==> config.mk <==
export PLATFORM = sky130hd
export DESIGN_NAME = call_stack
export DESIGN_NICKNAME = d
export VERILOG_FILES = /design/src/rtl/call_stack_pkg.sv /design/src/rtl/stack_ram.sv /design/src/rtl/call_stack.sv
export SDC_FILE = /design/constraint.sdc
export NUM_CORES = 1
export LEC_CHECK = 0
export CORE_ASPECT_RATIO = 2
export CORE_MARGIN = 8
export CORE_UTILIZATION = 60
export CTS_BUF_LIST = sky130_fd_sc_hd__clkbuf_16
export CTS_CLUSTER_DIAMETER = 60
export CTS_CLUSTER_SIZE = 14
export DETAILED_ROUTE_END_ITERATION = 8
export GPL_ROUTABILITY_DRIVEN = 0
export PLACE_DENSITY = 0.8
export SLEW_MARGIN = 25
export SYNTH_ARGS = -nofsm -noshare
export SYNTH_HDL_FRONTEND = slang
export SYNTH_HIERARCHICAL = 1
export SYNTH_SLANG_ARGS = --single-unit
==> constraint.sdc <==
create_clock -name clk -period 4.5 [get_ports clk]
set_input_delay 0.9 -clock clk [delete_from_list [all_inputs] [get_ports clk]]
set_output_delay 0.9 -clock clk [all_outputs]
set_load 0.02 [all_outputs]
==> src/rtl/call_stack_pkg.sv <==
// Shared definitions for the call_stack search-frame stack.
// Holds the FSM state type, the position codes, the frame layout and
// the default geometry used by call_stack and stack_ram.
package call_stack_pkg;

    localparam int DEPTH_DEF   = 16;
    localparam int FRAME_W_DEF = 37;
    localparam int POS_W       = 5;

    // Position codes carried in the top 5 bits of every frame.
    localparam logic [POS_W-1:0] NONE        = 5'd0;
    localparam logic [POS_W-1:0] STOP_1      = 5'd1;
    localparam logic [POS_W-1:0] STOP_2      = 5'd2;
    localparam logic [POS_W-1:0] A_MATCH     = 5'd3;
    localparam logic [POS_W-1:0] A_MISMATCH  = 5'd4;
    localparam logic [POS_W-1:0] A_INSERTION = 5'd5;
    localparam logic [POS_W-1:0] A_DELETION  = 5'd6;
    localparam logic [POS_W-1:0] T_SNP       = 5'd7;

    typedef enum logic [1:0] {
        ST_IDLE  = 2'd0,
        ST_RUN   = 2'd1,
        ST_DONE  = 2'd2,
        ST_ERROR = 2'd3
    } state_e;

    // position[36:32], i[31:24], z[23:16], k[15:8], l[7:0]
    typedef struct packed {
        logic [POS_W-1:0] pos;
        logic [7:0]       i;
        logic [7:0]       z;
        logic [7:0]       k;
        logic [7:0]       l;
    } frame_t;

endpackage

==> src/rtl/stack_ram.sv <==
// Frame storage for call_stack: DEPTH x FRAME_W, synchronous write,
// asynchronous read. Two write ports: one rewrites only the position
// field of a slot (top update), the other writes a whole frame (push).
// Ports:
//   clk                         write clock
//   upd_we, upd_addr, upd_pos   position rewrite port
//   push_we, push_addr, push_data  full-frame write port
//   rd_addr, rd_data            asynchronous read port
module stack_ram
    import call_stack_pkg::*;
#(
    parameter int DEPTH   = DEPTH_DEF,
    parameter int FRAME_W = FRAME_W_DEF,
    parameter int AW      = (DEPTH > 1) ? $clog2(DEPTH) : 1
) (
    input  logic               clk,
    input  logic               upd_we,
    input  logic [AW-1:0]      upd_addr,
    input  logic [POS_W-1:0]   upd_pos,
    input  logic               push_we,
    input  logic [AW-1:0]      push_addr,
    input  logic [FRAME_W-1:0] push_data,
    input  logic [AW-1:0]      rd_addr,
    output logic [FRAME_W-1:0] rd_data
);

    logic [FRAME_W-1:0] mem [DEPTH];

    // The two ports never target the same slot in one cycle: the update
    // port addresses the current top, the push port the slot above it.
    always_ff @(posedge clk) begin
        if (upd_we) begin
            mem[upd_addr][FRAME_W-1 -: POS_W] <= upd_pos;
        end
        if (push_we) begin
            mem[push_addr] <= push_data;
        end
    end

    assign rd_data = mem[rd_addr];

endmodule

==> src/rtl/call_stack.sv <==
// Search-frame call stack. Holds the frames of a depth-first search,
// presents the top frame to an executor and applies its verdict
// (pop, pop-with-hit, position rewrite, position rewrite plus push).
//
// state  | meaning
// IDLE   | no search loaded, waiting for start
// RUN    | top frame presented, executor verdicts accepted
// DONE   | last frame popped, done held until start
// ERROR  | push attempted while full, overflow held until start
//
// Ports:
//   clk, rst_n                         clock, async active-low reset
//   start, i/z/k/l_start               load root frame
//   ex_valid, en_new_position, new_position, new_call,
//   i/z/k/l_new, over_1, over_2, finish   executor verdict
//   frame_valid, position_out, i/z/k/l_out  top frame
//   hit_valid, hit_k, hit_l            hit report (one-cycle pulse)
//   depth, done, overflow              status
module call_stack
    import call_stack_pkg::*;
#(
    parameter int DEPTH   = DEPTH_DEF,
    parameter int FRAME_W = FRAME_W_DEF
) (
    input  logic       clk,
    input  logic       rst_n,
    input  logic       start,
    input  logic [7:0] i_start,
    input  logic [7:0] z_start,
    input  logic [7:0] k_start,
    input  logic [7:0] l_start,
    input  logic       ex_valid,
    input  logic       en_new_position,
    input  logic [4:0] new_position,
    input  logic       new_call,
    input  logic [7:0] i_new,
    input  logic [7:0] z_new,
    input  logic [7:0] k_new,
    input  logic [7:0] l_new,
    input  logic       over_1,
    input  logic       over_2,
    input  logic       finish,
    output logic       frame_valid,
    output logic [4:0] position_out,
    output logic [7:0] i_out,
    output logic [7:0] z_out,
    output logic [7:0] k_out,
    output logic [7:0] l_out,
    output logic       hit_valid,
    output logic [7:0] hit_k,
    output logic [7:0] hit_l,
    output logic [4:0] depth,
    output logic       done,
    output logic       overflow
);

    localparam int         AW   = (DEPTH > 1) ? $clog2(DEPTH) : 1;
    localparam logic [4:0] FULL = 5'(DEPTH);

    state_e             state;
    logic [4:0]         depth_r;
    logic [FRAME_W-1:0] rd_data;
    logic [FRAME_W-1:0] push_data;
    frame_t             top_f;
    frame_t             load_f;
    frame_t             child_f;
    logic               accept;
    logic               ev_pop;
    logic               ev_upd;
    logic               ev_push;
    logic               full;
    logic               load;

    // frame_valid is high exactly in RUN, so it doubles as the accept gate.
    assign accept  = frame_valid & ex_valid;
    assign ev_pop  = accept & (finish | over_2 | over_1);
    assign ev_upd  = accept & ~ev_pop & en_new_position;
    assign full    = (depth_r == FULL);
    assign ev_push = ev_upd & new_call & ~full;
    assign load    = start & (state != ST_RUN);

    assign load_f  = '{pos: NONE, i: i_start, z: z_start, k: k_start, l: l_start};
    assign child_f = '{pos: NONE, i: i_new, z: z_new, k: k_new, l: l_new};
    assign push_data = load ? load_f : child_f;

    stack_ram #(
        .DEPTH   (DEPTH),
        .FRAME_W (FRAME_W),
        .AW      (AW)
    ) u_ram (
        .clk       (clk),
        .upd_we    (ev_upd),
        .upd_addr  (AW'(depth_r - 5'd1)),
        .upd_pos   (new_position),
        .push_we   (load | ev_push),
        .push_addr (load ? '0 : AW'(depth_r)),
        .push_data (push_data),
        .rd_addr   (AW'(depth_r - 5'd1)),
        .rd_data   (rd_data)
    );

    // Storage is never reset, so mask the read while the stack is empty.
    assign top_f = (depth_r != 5'd0) ? frame_t'(rd_data) : '0;

    assign position_out = top_f.pos;
    assign i_out        = top_f.i;
    assign z_out        = top_f.z;
    assign k_out        = top_f.k;
    assign l_out        = top_f.l;
    assign depth        = depth_r;

    always_ff @(posedge clk or negedge rst_n) begin
        if (!rst_n) begin
            state       <= ST_IDLE;
            depth_r     <= 5'd0;
            frame_valid <= 1'b0;
            hit_valid   <= 1'b0;
            hit_k       <= 8'd0;
            hit_l       <= 8'd0;
            done        <= 1'b0;
            overflow    <= 1'b0;
        end else begin
            hit_valid <= 1'b0;
            case (state)
                ST_IDLE, ST_DONE, ST_ERROR: begin
                    if (start) begin
                        state       <= ST_RUN;
                        depth_r     <= 5'd1;
                        frame_valid <= 1'b1;
                        done        <= 1'b0;
                        overflow    <= 1'b0;
                    end
                end
                ST_RUN: begin
                    if (ev_pop) begin
                        depth_r <= depth_r - 5'd1;
                        // finish outranks over_2: a finishing frame reports no hit.
                        if (over_2 && !finish) begin
                            hit_valid <= 1'b1;
                            hit_k     <= top_f.k;
                            hit_l     <= top_f.l;
                        end
                        if (depth_r == 5'd1) begin
                            state       <= ST_DONE;
                            done        <= 1'b1;
                            frame_valid <= 1'b0;
                        end
                    end else if (ev_upd && new_call) begin
                        if (full) begin
                            state       <= ST_ERROR;
                            overflow    <= 1'b1;
                            frame_valid <= 1'b0;
                        end else begin
                            depth_r <= depth_r + 5'd1;
                        end
                    end
                end
                default: state <= ST_IDLE;
            endcase
        end
    end

endmodule

==> results.py <==
metrics = {
    "timing": {
        "slew_viol_final": 0,
        "fin_ws_ns": 0.1048,
        "period_needed_ns": 4.395,
        "final-hold-violation-count": 0,
        "whs_ns": 0.4982,
        "tns_ns": 0,
        "worst_slew_pin_slew_ns": 0.9084,
        "fin_crit_sh_pct": 97.67,
        "slew_headroom_pct": 38.80,
        "setup_viol": 0,
        "rsz0062_at_grt": "false",
        "fmax_mhz": 227.5,
        "finalClockSkew_ns": 0.02239,
    },
    "logic_synthesis": {
        "yosys_register_bits": 619,
        "synth_top_area_share_pct": 70.17,
        "netlist_top_cells_count": "edfxtp_1, mux4_2, mux2_2",
        "synth_seq_area_share_pct": 72.83,
        "syn-cell-area_um2": 25340,
        "synth_cell_type_count": 51,
        "synth.yosys.warnings": 6,
        "synth.most_common_cell": "edfxtp_1",
        "synth_ff_type": "edfxtp_1",
        "synth_edf_count": 592,
        "async_flop_share_pct": 4.362,
        "synthCells": 1252,
        "yosysTopAreaCell": "edfxtp_1",
        "synth_area_leaders": "edfxtp_1, mux4_2, mux2_2",
        "syn_area_per_cell_um2": 20.24,
    },
    "critical_path": {
        "worst-setup-path-type": "register to primary output",
        "reg2reg_depth": 6,
        "cp_top_family": "buffers and inverters",
        "crit_required_ns": 3.60,
        "crit_arrival_ns": 3.50,
        "timing.rr.start": "state[1]",
        "cp-end-kind": "primary output",
        "path_cells": "inv_1, ha_2, bufinv_16, buf_12, mux4_2, a22oi_1, nand2_1, nor2b_1, clkdlybuf4s50_1",
        "crit_path_max_incr_delay_ns": 0.56,
        "worst-path-max-fanout": 30,
        "rrSetupSlack_ns": 1.31,
        "rr_endpoint": "u_ram/mem[0][34]",
        "worstSetupStartpointType": "register",
        "worst-path-buf-inv": 4,
        "cp_slowest_cell": "clkdlybuf4s50_1",
        "worst-path-stages": 9,
    },
    "power_and_ir_drop": {
        "p_total_mw": 19.05,
        "p_leak_nw": 9.869,
        "power_density_nw_per_um2": 647.3,
        "max-vdd-ir-drop_mv": 0.5650,
    },
    "worst_hold_path": {
        "min_from": "hit_l[7]",
        "hold_end": "hit_l[7]",
        "hold_path.class": "register to register",
        "hold_depth": 1,
    },
    "final_layout": {
        "fillerInstances": 2550,
        "multi_input_area_um2": 6746,
        "regArea_um2": 18450,
        "drive_gt1_share_pct": 28.11,
        "fin_nets": 1534,
        "final_area_um2": 29430,
        "antenna_cells": 0,
        "finalNonFillerCells": 2013,
        "utilization_pct": 70.45,
        "synthToLayoutAreaGrowth_pct": 16.17,
    },
    "clock_network": {
        "numCtsBuffers": 50,
        "cts_hold_buffers": 0,
        "clk_pin_slew_ns": 0.07,
        "h-tree-depth": 2,
        "cts_tree": "yes",
        "clk_path_buf_depth": 3,
        "cts.sinks": 619,
        "clock_latency_ns": 0.58,
        "cts_root_buf": "clkbuf_16",
    },
    "drt": {
        "dr.pass1.iters": 5,
        "routed_wl_mm": 60.66,
        "vias": 13210,
        "wl_per_cell_um": 30.13,
        "drc": 0,
        "ant_nets": 0,
        "drt_iter0_drc": 1251,
        "vias_per_cell": 6.561,
    },
    "placement": {
        "dp_slack_ns": 0.3300,
        "place_inst": 1937,
        "place_hpwl_mm": 36.12,
        "dpl_cell_area_um2": 27930,
        "io_buffers": 139,
    },
    "global_route": {
        "antenna_found_initial": 0,
        "grt_max_degree": 85,
        "grt_use_total_pct": 24.79,
        "grt_pass1_wl_mm": 90.21,
        "grt_pass1_vias": 14390,
        "gr-total-overflow": 0,
    },
    "floorplan": {
        "start_util_pct": 60.64,
        "ios": 140,
        "die_h_um": 306.6,
        "dieArea_um2": 49460,
        "die_w_um": 161.3,
        "fp-row-count": 106,
        "core-area_um2": 41780,
    },
    "run": {
        "cap_violations": 0,
    },
    "run_status": {
        "status": "finished clean",
    },
}
## worst max path at each step
stage                         from  slack [ns]               end
after global routing      depth[1]       0.008          z_out[5]
after CTS                 depth[1]       0.004          z_out[4]
after floorplan              start        0.09  u_ram/mem[3][32]
after global placement    depth[0]        0.34          z_out[4]
final                     depth[1]        0.10          z_out[5]
after detailed placement  depth[0]        0.33          l_out[5]
## cells in the final DEF, fill, tap and decap left out, types with 4 or more instances in the layout
cell,n
a21oi_1,7
dfrtp_1,26
nor3_1,4
nand2_1,42
nor2b_1,38
dlymetal6s2s_1,22
nand3b_1,4
and2_1,4
clkbuf_16,51
nor2_4,11
mux4_2,148
nand3_1,4
clkdlybuf4s50_1,110
or3_1,5
o21ai_0,11
buf_12,20
mux2_2,120
mux2_1,8
a22oi_1,74
inv_1,24
conb_1,35
buf_4,36
edfxtp_1,592
inv_2,6
nand2b_1,8
o22ai_1,10
## power by group
group	internal (mW)	total, mW	switching (mW)
Clock	2.02	3.90	1.88
Combinational	3.91	8.63	4.72
Sequential	6.43	6.51	0.0822
Total	12.4	19.1	6.69
## kinds of logic after synthesis
kind of cell / count (synthesis) / share of synthesized area [%]
mux: 278 / 18.92
xor+xnor: 3 / 0.1037
compound gates: 114 / 3.220
other cells: 1 / 0.01480
fa+ha+maj: 4 / 0.1975
flops: 619 / 72.83
simple gates: 143 / 3.175
buf+inv: 90 / 1.531
## final cells by class
class,instances,area share (%)
Clock buffer,51,4.336
Clock inverter,22,0.3401
Inverter,12,0.2678
Multi-Input combinational cell,577,22.92
Sequential cell,619,62.70
Tap cell,540,2.296
Timing Repair Buffer,191,7.108
Timing Repair inverter,1,0.02976
## routing by layer
metal / global-route usage, % / routed length (µm)
met3: 3.332 / 3812
met4: 11.14 / 2384
met2: 45.91 / 34020
met1: 27.87 / 20440
met5: 0 / 0
## state kept, by name, indices dropped and copies added (netlist names)
name and count:
u_ram/mem 592, hit_k 8, hit_l 8, depth 5, state 2, done 1, frame_valid 1, hit_valid 1
overflow 1
## what timing repair did
item / 4_1_cts / 5_1_grt
buffers inserted: 2 / 0
gates cloned: 1 / 0
endpoints found under the hold margin: 0 / 0
resized for setup: 9 / 24
pin swaps: 1 / 0
endpoints found under the setup margin: 33 / 25
(Power assumes the default switching activity.)
